`src/rtl/ble_uart_pkg.sv`:
```
// ============================================================================
// Module      : ble_uart_pkg
// Description : Shared types and constants for the BLE UART receiver slice.
// Revision    : 1.0 - initial release
// ============================================================================
`default_nettype none

package ble_uart_pkg;

    localparam int FIFO_DEPTH       = 4;
    localparam int PTR_W            = 2;
    localparam int CNT_W            = 3;
    localparam int BAUD_DIV_DEFAULT = 2604;

    typedef enum logic [1:0] {
        ST_IDLE  = 2'd0,
        ST_START = 2'd1,
        ST_DATA  = 2'd2,
        ST_STOP  = 2'd3
    } rx_state_e;

endpackage

`default_nettype wire

```
`src/rtl/ble_rx_fifo.sv`:
```
// ============================================================================
// Module      : ble_rx_fifo
// Description : 4-entry circular byte FIFO; a count register separates full
//               from empty. Push into a full FIFO only lands alongside a pop.
// Revision    : 1.0 - initial release
// ============================================================================
`default_nettype none

module ble_rx_fifo
    import ble_uart_pkg::*;
(
    input  logic             clk,
    input  logic             rst_n,
    input  logic             push_i,
    input  logic             pop_i,
    input  logic [7:0]       din_i,
    output logic [7:0]       dout_o,
    output logic [CNT_W-1:0] count_o
);

    logic [7:0]       mem_q [FIFO_DEPTH];
    logic [PTR_W-1:0] wr_ptr_q, wr_ptr_d;
    logic [PTR_W-1:0] rd_ptr_q, rd_ptr_d;
    logic [CNT_W-1:0] count_q, count_d;
    logic             pop_ok;
    logic             push_ok;

    assign pop_ok  = pop_i && (count_q != '0);
    assign push_ok = push_i && ((count_q != CNT_W'(FIFO_DEPTH)) || pop_ok);

    always_comb begin
        wr_ptr_d = wr_ptr_q;
        rd_ptr_d = rd_ptr_q;
        count_d  = count_q;
        if (push_ok) wr_ptr_d = wr_ptr_q + PTR_W'(1);
        if (pop_ok)  rd_ptr_d = rd_ptr_q + PTR_W'(1);
        case ({push_ok, pop_ok})
            2'b10:   count_d = count_q + CNT_W'(1);
            2'b01:   count_d = count_q - CNT_W'(1);
            default: count_d = count_q;
        endcase
    end

    // Storage is cleared on reset so the head reads 0x00 until the first push.
    always_ff @(posedge clk or negedge rst_n) begin
        if (!rst_n) begin
            for (int i = 0; i < FIFO_DEPTH; i++) mem_q[i] <= 8'h00;
            wr_ptr_q <= '0;
            rd_ptr_q <= '0;
            count_q  <= '0;
        end else begin
            if (push_ok) mem_q[wr_ptr_q] <= din_i;
            wr_ptr_q <= wr_ptr_d;
            rd_ptr_q <= rd_ptr_d;
            count_q  <= count_d;
        end
    end

    assign dout_o  = mem_q[rd_ptr_q];
    assign count_o = count_q;

endmodule

`default_nettype wire

```
`src/rtl/ble_uart_rx.sv`:
```
// ============================================================================
// Module      : ble_uart_rx
// Description : 8N1 UART receiver for a BLE module with a 4-byte receive FIFO.
//               Macro BLE_UART_RX_FRAME_CHK_EN enables stop-bit checking.
// Revision    : 1.0 - initial release
// ============================================================================
`default_nettype none

module ble_uart_rx
    import ble_uart_pkg::*;
#(
    parameter int BAUD_DIV = BAUD_DIV_DEFAULT
) (
    input  logic       clk,
    input  logic       rst_n,
    input  logic       RX,
    input  logic       rd,
    output logic [7:0] rdata,
    output logic       rdy,
    output logic       overrun,
    output logic       frame_err
);

    localparam int CW = $clog2(BAUD_DIV + 1);
    localparam logic [CW-1:0] HALF_LOAD = CW'(BAUD_DIV / 2);
    localparam logic [CW-1:0] FULL_LOAD = CW'(BAUD_DIV);

    logic             rx_s1_q, rx_s2_q, rx_prev_q;
    rx_state_e        state_q, state_d;
    logic [CW-1:0]    cnt_q, cnt_d;
    logic [2:0]       bit_q, bit_d;
    logic [7:0]       shift_q, shift_d;
    logic             overrun_q, overrun_d;
    logic             fall;
    logic             expire;
    logic             stop_sample;
    logic             push_req;
    logic             pop_ok;
    logic             full;
    logic [CNT_W-1:0] fifo_count;

    assign fall   = rx_prev_q & ~rx_s2_q;
    assign expire = (cnt_q <= CW'(1));

    always_comb begin
        state_d     = state_q;
        cnt_d       = cnt_q;
        bit_d       = bit_q;
        shift_d     = shift_q;
        stop_sample = 1'b0;
        if (state_q != ST_IDLE && !expire) cnt_d = cnt_q - CW'(1);
        case (state_q)
            ST_IDLE: begin
                if (fall) begin
                    cnt_d   = HALF_LOAD;
                    state_d = ST_START;
                end
            end
            ST_START: begin
                if (expire) begin
                    if (rx_s2_q) begin
                        state_d = ST_IDLE;
                    end else begin
                        cnt_d   = FULL_LOAD;
                        bit_d   = 3'd0;
                        state_d = ST_DATA;
                    end
                end
            end
            ST_DATA: begin
                if (expire) begin
                    shift_d = {rx_s2_q, shift_q[7:1]};
                    cnt_d   = FULL_LOAD;
                    if (bit_q == 3'd7) state_d = ST_STOP;
                    else               bit_d   = bit_q + 3'd1;
                end
            end
            ST_STOP: begin
                if (expire) begin
                    stop_sample = 1'b1;
                    state_d     = ST_IDLE;
                end
            end
            default: state_d = ST_IDLE;
        endcase
    end

`ifdef BLE_UART_RX_FRAME_CHK_EN
    logic frame_err_q;

    assign push_req  = stop_sample & rx_s2_q;
    assign frame_err = frame_err_q;

    always_ff @(posedge clk or negedge rst_n) begin
        if (!rst_n) frame_err_q <= 1'b0;
        else        frame_err_q <= stop_sample & ~rx_s2_q;
    end
`else
    assign push_req  = stop_sample;
    assign frame_err = 1'b0;
`endif

    assign full   = (fifo_count == CNT_W'(FIFO_DEPTH));
    assign pop_ok = rd & rdy;

    // A drop only happens when no pop frees a slot in the same cycle.
    always_comb begin
        overrun_d = overrun_q;
        if (push_req && full && !pop_ok) overrun_d = 1'b1;
        else if (pop_ok)                 overrun_d = 1'b0;
    end

    always_ff @(posedge clk or negedge rst_n) begin
        if (!rst_n) begin
            rx_s1_q   <= 1'b1;
            rx_s2_q   <= 1'b1;
            rx_prev_q <= 1'b1;
            state_q   <= ST_IDLE;
            cnt_q     <= '0;
            bit_q     <= 3'd0;
            shift_q   <= 8'h00;
            overrun_q <= 1'b0;
        end else begin
            rx_s1_q   <= RX;
            rx_s2_q   <= rx_s1_q;
            rx_prev_q <= rx_s2_q;
            state_q   <= state_d;
            cnt_q     <= cnt_d;
            bit_q     <= bit_d;
            shift_q   <= shift_d;
            overrun_q <= overrun_d;
        end
    end

    ble_rx_fifo u_fifo (
        .clk     (clk),
        .rst_n   (rst_n),
        .push_i  (push_req),
        .pop_i   (rd),
        .din_i   (shift_q),
        .dout_o  (rdata),
        .count_o (fifo_count)
    );

    assign rdy     = (fifo_count != '0);
    assign overrun = overrun_q;

endmodule

`default_nettype wire
```
`config.mk`:
```
export PLATFORM = sky130hd
export DESIGN_NAME = ble_uart_rx
export DESIGN_NICKNAME = d
export VERILOG_FILES = /design/src/rtl/ble_uart_pkg.sv /design/src/rtl/ble_rx_fifo.sv /design/src/rtl/ble_uart_rx.sv
export SDC_FILE = /design/constraint.sdc
export NUM_CORES = 1
export LEC_CHECK = 0
export CAP_MARGIN = 20
export CORE_MARGIN = 4
export CORE_UTILIZATION = 45
export CTS_CLUSTER_DIAMETER = 120
export CTS_CLUSTER_SIZE = 25
export DETAILED_ROUTE_END_ITERATION = 10
export HOLD_SLACK_MARGIN = 0.05
export PLACE_DENSITY = 0.67
export SLEW_MARGIN = 20
export SYNTH_ARGS = -nofsm -noshare
export SYNTH_HDL_FRONTEND = slang
export SYNTH_HIERARCHICAL = 1
export SYNTH_SLANG_ARGS = --single-unit
export TNS_END_PERCENT = 100
```
`constraint.sdc`:
```
create_clock -name clk -period 4.9 [get_ports clk]
set_clock_uncertainty 0.05 [all_clocks]
set_input_delay 1.47 -clock clk [delete_from_list [all_inputs] [get_ports clk]]
set_output_delay 1.47 -clock clk [all_outputs]
set_load 0.05 [all_outputs]
```
# --- Word level (Yosys, flattened, before mapping) ---
# Index checks and enable logic that the tools add are counted.
op_classes:
  add_sub_neg: 6
  order_cmp: 4
  n_eq_ne: 15
  mux: 29
  bitwise: 5
  reduce_logical: 18
ops:
  columns: ["operator", "count"]
  rows:
  - ["12-bit two-way mux", 5]
  - ["12-bit one-hot mux with 3 select lines", 1]
  - ["32-bit bitwise mux", 1]
  - ["8-bit two-way mux", 3]
  - ["8-bit binary-select mux with 2-bit select", 1]
  - ["8-bit demux with 2-bit select", 1]
  - ["2-bit inequality test (second input constant)", 7]
  - ["12-bit by 1-bit <= comparator with 1-bit output (second input constant)", 1]
  - ["2-bit two-way mux", 6]
  - ["3-bit two-way mux", 4]
  - ["3-bit one-hot mux with 2 select lines", 2]
  - ["12-bit by 1-bit subtractor with 12-bit output (second input constant)", 1]
  - ["5-bit AND reduction", 2]
  - ["2-bit one-hot mux with 4 select lines", 1]
  - ["2-bit nonzero test", 4]
  - ["3-bit by 1-bit adder with 3-bit output (second input constant)", 2]
  - ["2-bit == test (second input constant)", 3]
  - ["3-bit == test (second input constant)", 2]
  - ["3-bit >= comparator (second input constant)", 2]
  - ["1-bit logical AND", 6]
  - ["2-bit inverter with 3-bit output", 2]
  - ["2-bit by 1-bit adder with 2-bit output (second input constant)", 2]
  - ["2-bit by 1-bit == test with 1-bit output (second input constant)", 2]
  - ["1-bit two-way mux", 4]
  - ["10 further kinds", 12]
totals:
  register_bits: 68
  input_bits: 4
  output_inout_bits: 11
  word_cells: 92

# --- Longest topological paths before layout ---
depth:
  word_depth: 7
  ltp_mapped: 11
  mapped_depth_nobuf: 11

# --- Hierarchy ---
# Netlist, hierarchy kept.
modules_own_cells:
  columns: ["module", "instances", "cells_each", "area_per_inst_um2", "seq_area_each_um2"]
  rows:
  - ["ble_rx_fifo", 1, 113, 1790.5, 975.9]
  - ["ble_uart_rx", 1, 145, 1480.2, 729.4]

# --- Worst setup path after synthesis ---
# No wires, ideal clock.
synth_timing:
  kind: "input to register"
  from: "in rd"
  to: "reg u_fifo.count_q[2] (netlist: u_fifo/count_o[2])"
  setup_ps: 79
  arrival_ps: 2986
  t_required_ps: 4771
  setup_slack_ps: 1784
  cell_stages: 8
  path_buffers: 0
  path_cell_list: "nor4b_4 -> or2b_2 -> ha_1 -> inv_1 -> fa_1 -> xor2_1 -> nor2_1 -> xor2_1"
synth_via:
  elab_chain_cells: 5
  elab_cells_between_ends: 7
  cone_classes: "eq/ne: 2; mux: 1; reduce/logical: 4"
synth_rtl:
  columns: ["item", "line", "rtl"]
  rows:
  - ["from (decl)", "ble_uart_rx.sv:17", "input logic rd,"]
  - ["1-bit logical AND (*)", "ble_rx_fifo.sv:28", "assign pop_ok = pop_i && (count_q != '0);"]
  - ["1-bit logical OR", "ble_rx_fifo.sv:29", "assign push_ok = push_i && ((count_q != CNT_W'(FIFO_DEPTH)) || pop_ok);"]
  - ["1-bit logical AND", "ble_rx_fifo.sv:29", null]
  - ["2-bit by 1-bit == test with 1-bit output / 2-bit == test (equally long branches)", "ble_rx_fifo.sv:37", "case ({push_ok, pop_ok})"]
  - ["3-bit one-hot mux with 2 select lines / 2-bit nonzero test (equally long branches)", null, null]
  - ["to (signal assigned)", "ble_rx_fifo.sv:55", "count_q <= count_d;"]
  - ["to (decl)", "ble_rx_fifo.sv:24", "logic [CNT_W-1:0] count_q, count_d;"]
# Every way passes the cells marked *; elsewhere a longest branch is shown, timed or not.
# A chain may end at the register's enable or synchronous reset.

# --- Worst setup path in the final report ---
layout_timing:
  from: "reg u_fifo.rd_ptr_q[0]"
  to: "out rdata[6]"
layout_via:
  elab_chain_cells: 4
layout_rtl:
  columns: ["item", "line", "rtl"]
  rows:
  - ["from (decl)", "ble_rx_fifo.sv:23", "logic [PTR_W-1:0] rd_ptr_q, rd_ptr_d;"]
  - ["from (signal assigned)", "ble_rx_fifo.sv:54", "rd_ptr_q <= rd_ptr_d;"]
  - ["2-bit inverter with 3-bit output (not written as such)", "ble_rx_fifo.sv:59", "assign dout_o = mem_q[rd_ptr_q];"]
  - ["8-bit binary-select mux with 2-bit select", "ble_rx_fifo.sv:59", null]
  - ["8-bit two-way mux (not written as such) (2 in series)", "ble_rx_fifo.sv:59", null]
  - ["to (decl)", "ble_uart_rx.sv:18", "output logic [7:0] rdata,"]
# No other way between the ends. The select of a mux whose other input is x is not followed.

==> results.md <==
Global route:
- The total congestion overflow after global routing is 0.
- The fraction of met2 tracks used by global routing is 0.2150.
- In the global route stage, met3 resource usage came out at 0.04103.
- The global-route usage over all layers is 0.1474.
- The maximum number of pins on one net before global-route repair is 45.
- The global-route track usage on met1 is 0.2069.
- The number of global-route vias before repair is 1983.
- The initial antenna violation count is 0.
- The highest-utilization routing layer at the global route stage is met2.
- The first global-routing pass estimated 9929 um of wire.

Power and ir drop:
- Across the VDD grid, the largest voltage drop is 0.1723 mV.
- The static power due to leakage is 0.001656 uW.
- The overall power of the completed layout is 1531 uW.
- The power density over cell area is 414.2 nW/um2.

Logic synthesis:
- For this run, the number of Yosys warnings is 6.
- Of all flip-flops after synthesis, the portion carrying an async set or reset was 1.000.
- The number of register bits inferred by synthesis is ~70.
- The sequential share of the synthesized area is 0.5214.
- The share of synthesized area in the top cell type comes to 0.4973.
- Ranked by total cell area, the synthesized netlist is headed by sky130_fd_sc_hd__dfrtp_1 50%, sky130_fd_sc_hd__mux2_2 14%, sky130_fd_sc_hd__mux4_2 5.5%.
- After technology mapping, the gate count stands at ~260.
- The number of nets handed over by synthesis was 272.
- The library cell occupying the most area in the post-synthesis netlist is sky130_fd_sc_hd__dfrtp_1.
- The post-synthesis instance area is 3271 um2.
- Counting flops with a built-in enable in the synthesized netlist gives 0.
- The count of cell types in the netlist is 48.
- A synthesized cell averages between 10 and 15 um2.
- The most common flop cell mapped by yosys is sky130_fd_sc_hd__dfrtp_1.

STA:
- Dividing the final minimum period by the clock period gives 0.7958.
- The slew at the pin with the worst max-slew slack is 742.8 ps.
- Setup repair after global routing left no endpoint under its margin.
- Setup violations remaining at the end of the flow were counted as 0.
- The final number of max-transition violations is 0.
- The time the worst path needs with I/O delays and setup is 3900 ps.
- Measured against its own limit, the worst slew margin works out to 0.5002.
- Derived from the worst setup path, the maximum achievable clock frequency is 0.2564 GHz.
- The final-report hold violation count is 0.
- The setup TNS is 0 ps.

Placed design:
- The post-placement cell area is 3491 um2.
- The number of buffer cells added on primary ports is 13.
- In this run, placement finished with an instance count of 361.
- The HPWL after detailed placement is 3896 um.
- The placer's final routability congestion estimate is roughly 0.8.

Clock tree:
- The number of instances resized during post-cts repair is 0.
- The total clock buffers created by CTS is 9.
- The clock transition at the register clock pins on the worst setup and hold paths after CTS is 70 ps.
- The number of sinks driven by the clock tree is 68.
- The H-tree generated during clock tree synthesis spans 3 levels.
- In this run the clock root is driven by a sky130_fd_sc_hd__clkbuf_8.
- The clock reaches the later pin of the worst-skew pair after around 340 ps.
- TritonCTS built the clock tree.
- The maximum count of clock buffers along a single path is 2.
- The post-CTS setup repair buffer count is 0.
- The number of hold buffers added after CTS was 0.

Critical path:
- The type of the worst setup path is flip-flop to primary output.
- The startpoint identified for the worst register-to-register timing path is cnt_q[4].
- In this run the critical register-to-register path is captured at u_fifo/count_o[2].
- The worst setup path is launched from a flip-flop.
- The critical path capture point type is a primary output.
- For the worst flop-to-flop path, the logic depth is 10.
- The maximum net fanout on the critical path is 10.
- For flop-to-flop paths, the worst setup slack is 1680 ps.
- For the worst setup path, the data required time is 3380 ps.
- For the worst setup path, the data arrival time is 2380 ps.

Min path:
- The worst hold path belongs to the class flip-flop to flip-flop.
- The path with the worst hold slack has its endpoint at rx_s2_q.
- The worst hold path depth is 0.
- The worst hold path startpoint is rx_s1_q.

Die:
- 15 I/O pins were placed.
- The y dimension of the die is 93.26 um.
- The initial core utilization is 0.4710.
- The floorplan has 30 rows.
- The width of the die is 93.26 um.
- The core footprint is 6944 um2.
- The total die area is 8697 um2.

Finish:
- The top cell types in the final layout, fill and taps aside, are 65 x sky130_fd_sc_hd__dfrtp_1, 40 x sky130_fd_sc_hd__mux2_2, 17 x sky130_fd_sc_hd__nand2_1, 12 x sky130_fd_sc_hd__nor3_1, 12 x sky130_fd_sc_hd__clkdlybuf4s50_1.
- The utilization after layout is 0.5321.
- Leaving out filler cells and counting taps, the final layout contains 377.
- Summing all non-filler instances in the final layout gives an area of 3695 um2.
- The area growth from synthesis to layout is 12.97%.
- At the end of the flow, the number of nets in the layout was just under 300.
- The most common cell after layout, fill and taps aside is sky130_fd_sc_hd__dfrtp_1.
- The fraction of layout instances using a drive strength above 1 is 0.2918.
- The number of antenna diodes in the final layout is 0.

Detailed routing:
- The number of nets with antenna violations after detailed routing is 0.
- Dividing the detail-routed via count by the number of cells gives 5.255.
- The detailed router's first-iteration violation count is 72.
- The final layout contains routed wiring with a total length of 5667 um.
- The mean routed wirelength per cell is 15.03 um.
- After detailed routing, the number of remaining DRC violations is 0.
- The detailed-router iteration count before antenna repair is 4.
- The detailed router placed 1981 vias in this run.

Outcome:
- The flow ran to the end, and the final reports show no timing, DRC or antenna violations.

Job:
- Across the run, the number of max-cap violations was 0.
-- cells in the mapped netlist, types with 2 or more instances --
library cell	count
sky130_fd_sc_hd__nor3_1	12
sky130_fd_sc_hd__a22o_1	2
sky130_fd_sc_hd__buf_2	2
sky130_fd_sc_hd__clkbuf_1	2
sky130_fd_sc_hd__nand2_1	17
sky130_fd_sc_hd__buf_1	2
sky130_fd_sc_hd__o21ai_0	5
sky130_fd_sc_hd__xnor2_1	6
sky130_fd_sc_hd__a21oi_1	10
sky130_fd_sc_hd__o211ai_1	2
sky130_fd_sc_hd__mux2i_1	3
sky130_fd_sc_hd__nor2_2	5
sky130_fd_sc_hd__mux4_2	8
sky130_fd_sc_hd__or3_1	5
sky130_fd_sc_hd__dfrtp_1	65
sky130_fd_sc_hd__mux2_2	40
sky130_fd_sc_hd__o2111ai_1	2
sky130_fd_sc_hd__xor2_1	4
sky130_fd_sc_hd__nand4_1	2
sky130_fd_sc_hd__nand2b_1	2
sky130_fd_sc_hd__ha_1	9
sky130_fd_sc_hd__nor2_1	10
sky130_fd_sc_hd__nor4_1	4
sky130_fd_sc_hd__mux2_1	2
sky130_fd_sc_hd__dfstp_2	3
sky130_fd_sc_hd__inv_1	10
sky130_fd_sc_hd__nand3_1	3
-- kinds of logic (layout without fill, tap and decap cells) --
kind of cell / after synthesis / after routing / share of synthesized area
buffers and inverters: 17 / 40 / 0.02143
AND/OR/NAND/NOR: 69 / 69 / 0.1163
multiplexers: 53 / 53 / 0.2089
AO/OA/AOI/OAI: 30 / 30 / 0.06351
flip-flops: 68 / 68 / 0.5214
adder cells (fa/ha/maj): 10 / 10 / 0.04055
XOR/XNOR: 10 / 10 / 0.02678
other: 1 / 1 / 0.001147
-- worst max path at each step --
stage,from,slack [ps],cells past startpoint,end
after floorplan,rd,1780,8,u_fifo/count_o[2]
after global placement,rd,1180,9,u_fifo/count_o[2]
after detailed placement,rd,1140,9,u_fifo/count_o[2]
after CTS,u_fifo/rd_ptr_q[0],930,2,rdata[6]
after global routing,u_fifo/rd_ptr_q[0],850,2,rdata[6]
final,u_fifo/rd_ptr_q[0],1000,2,rdata[6]
-- state kept, by name, summed over array words and instances (netlist names), named ones only --
name and flops:
bit_q 3, cnt_q 12, overrun 1, rx_prev_q 1
rx_s1_q 1, rx_s2_q 1, shift_q 8, state_q 1
u_fifo/count_o 3, u_fifo/mem_q 32, u_fifo/rd_ptr_q 2, u_fifo/wr_ptr_q 2
-- final cells by class --
type                       instances  area (um2)
sequential                        68        1705
fill                             606        3249
tap                               96       120.1
inverter                          10       37.54
clock buffer                      10       137.6
clock inverter                     6       63.81
multi-input combinational        173        1495
timing repair buffer              14       135.1
-- critical path, stage by stage (launching register included) --
cell                              delay (ps)
sky130_fd_sc_hd__dfrtp_1                 730
sky130_fd_sc_hd__mux4_2                  600
sky130_fd_sc_hd__clkdlybuf4s50_1         710
-- per-stage QoR --
step                      hold WS, ps  worst slack, ps
after floorplan                 295.2             1784
after global placement          295.3             1181
after detailed placement        298.9             1144
after CTS                       309.0            934.1
after global routing            313.9            852.6
final                           307.8             1000
-- per-layer routing --
metal	routed length [um]	share of wire
met4	92	0.016
met1	2854	0.50
met2	2562	0.45
met5	0	0
met3	158	0.028
-- report_power, final --
part	internal, uW	leakage [uW]	switching (uW)
clock network	248	0.0000983	210
registers	637	0.000899	131
logic	157	0.000659	148
total	1040	0.00166	489
Note: power is estimated with default switching activity, not from simulation.
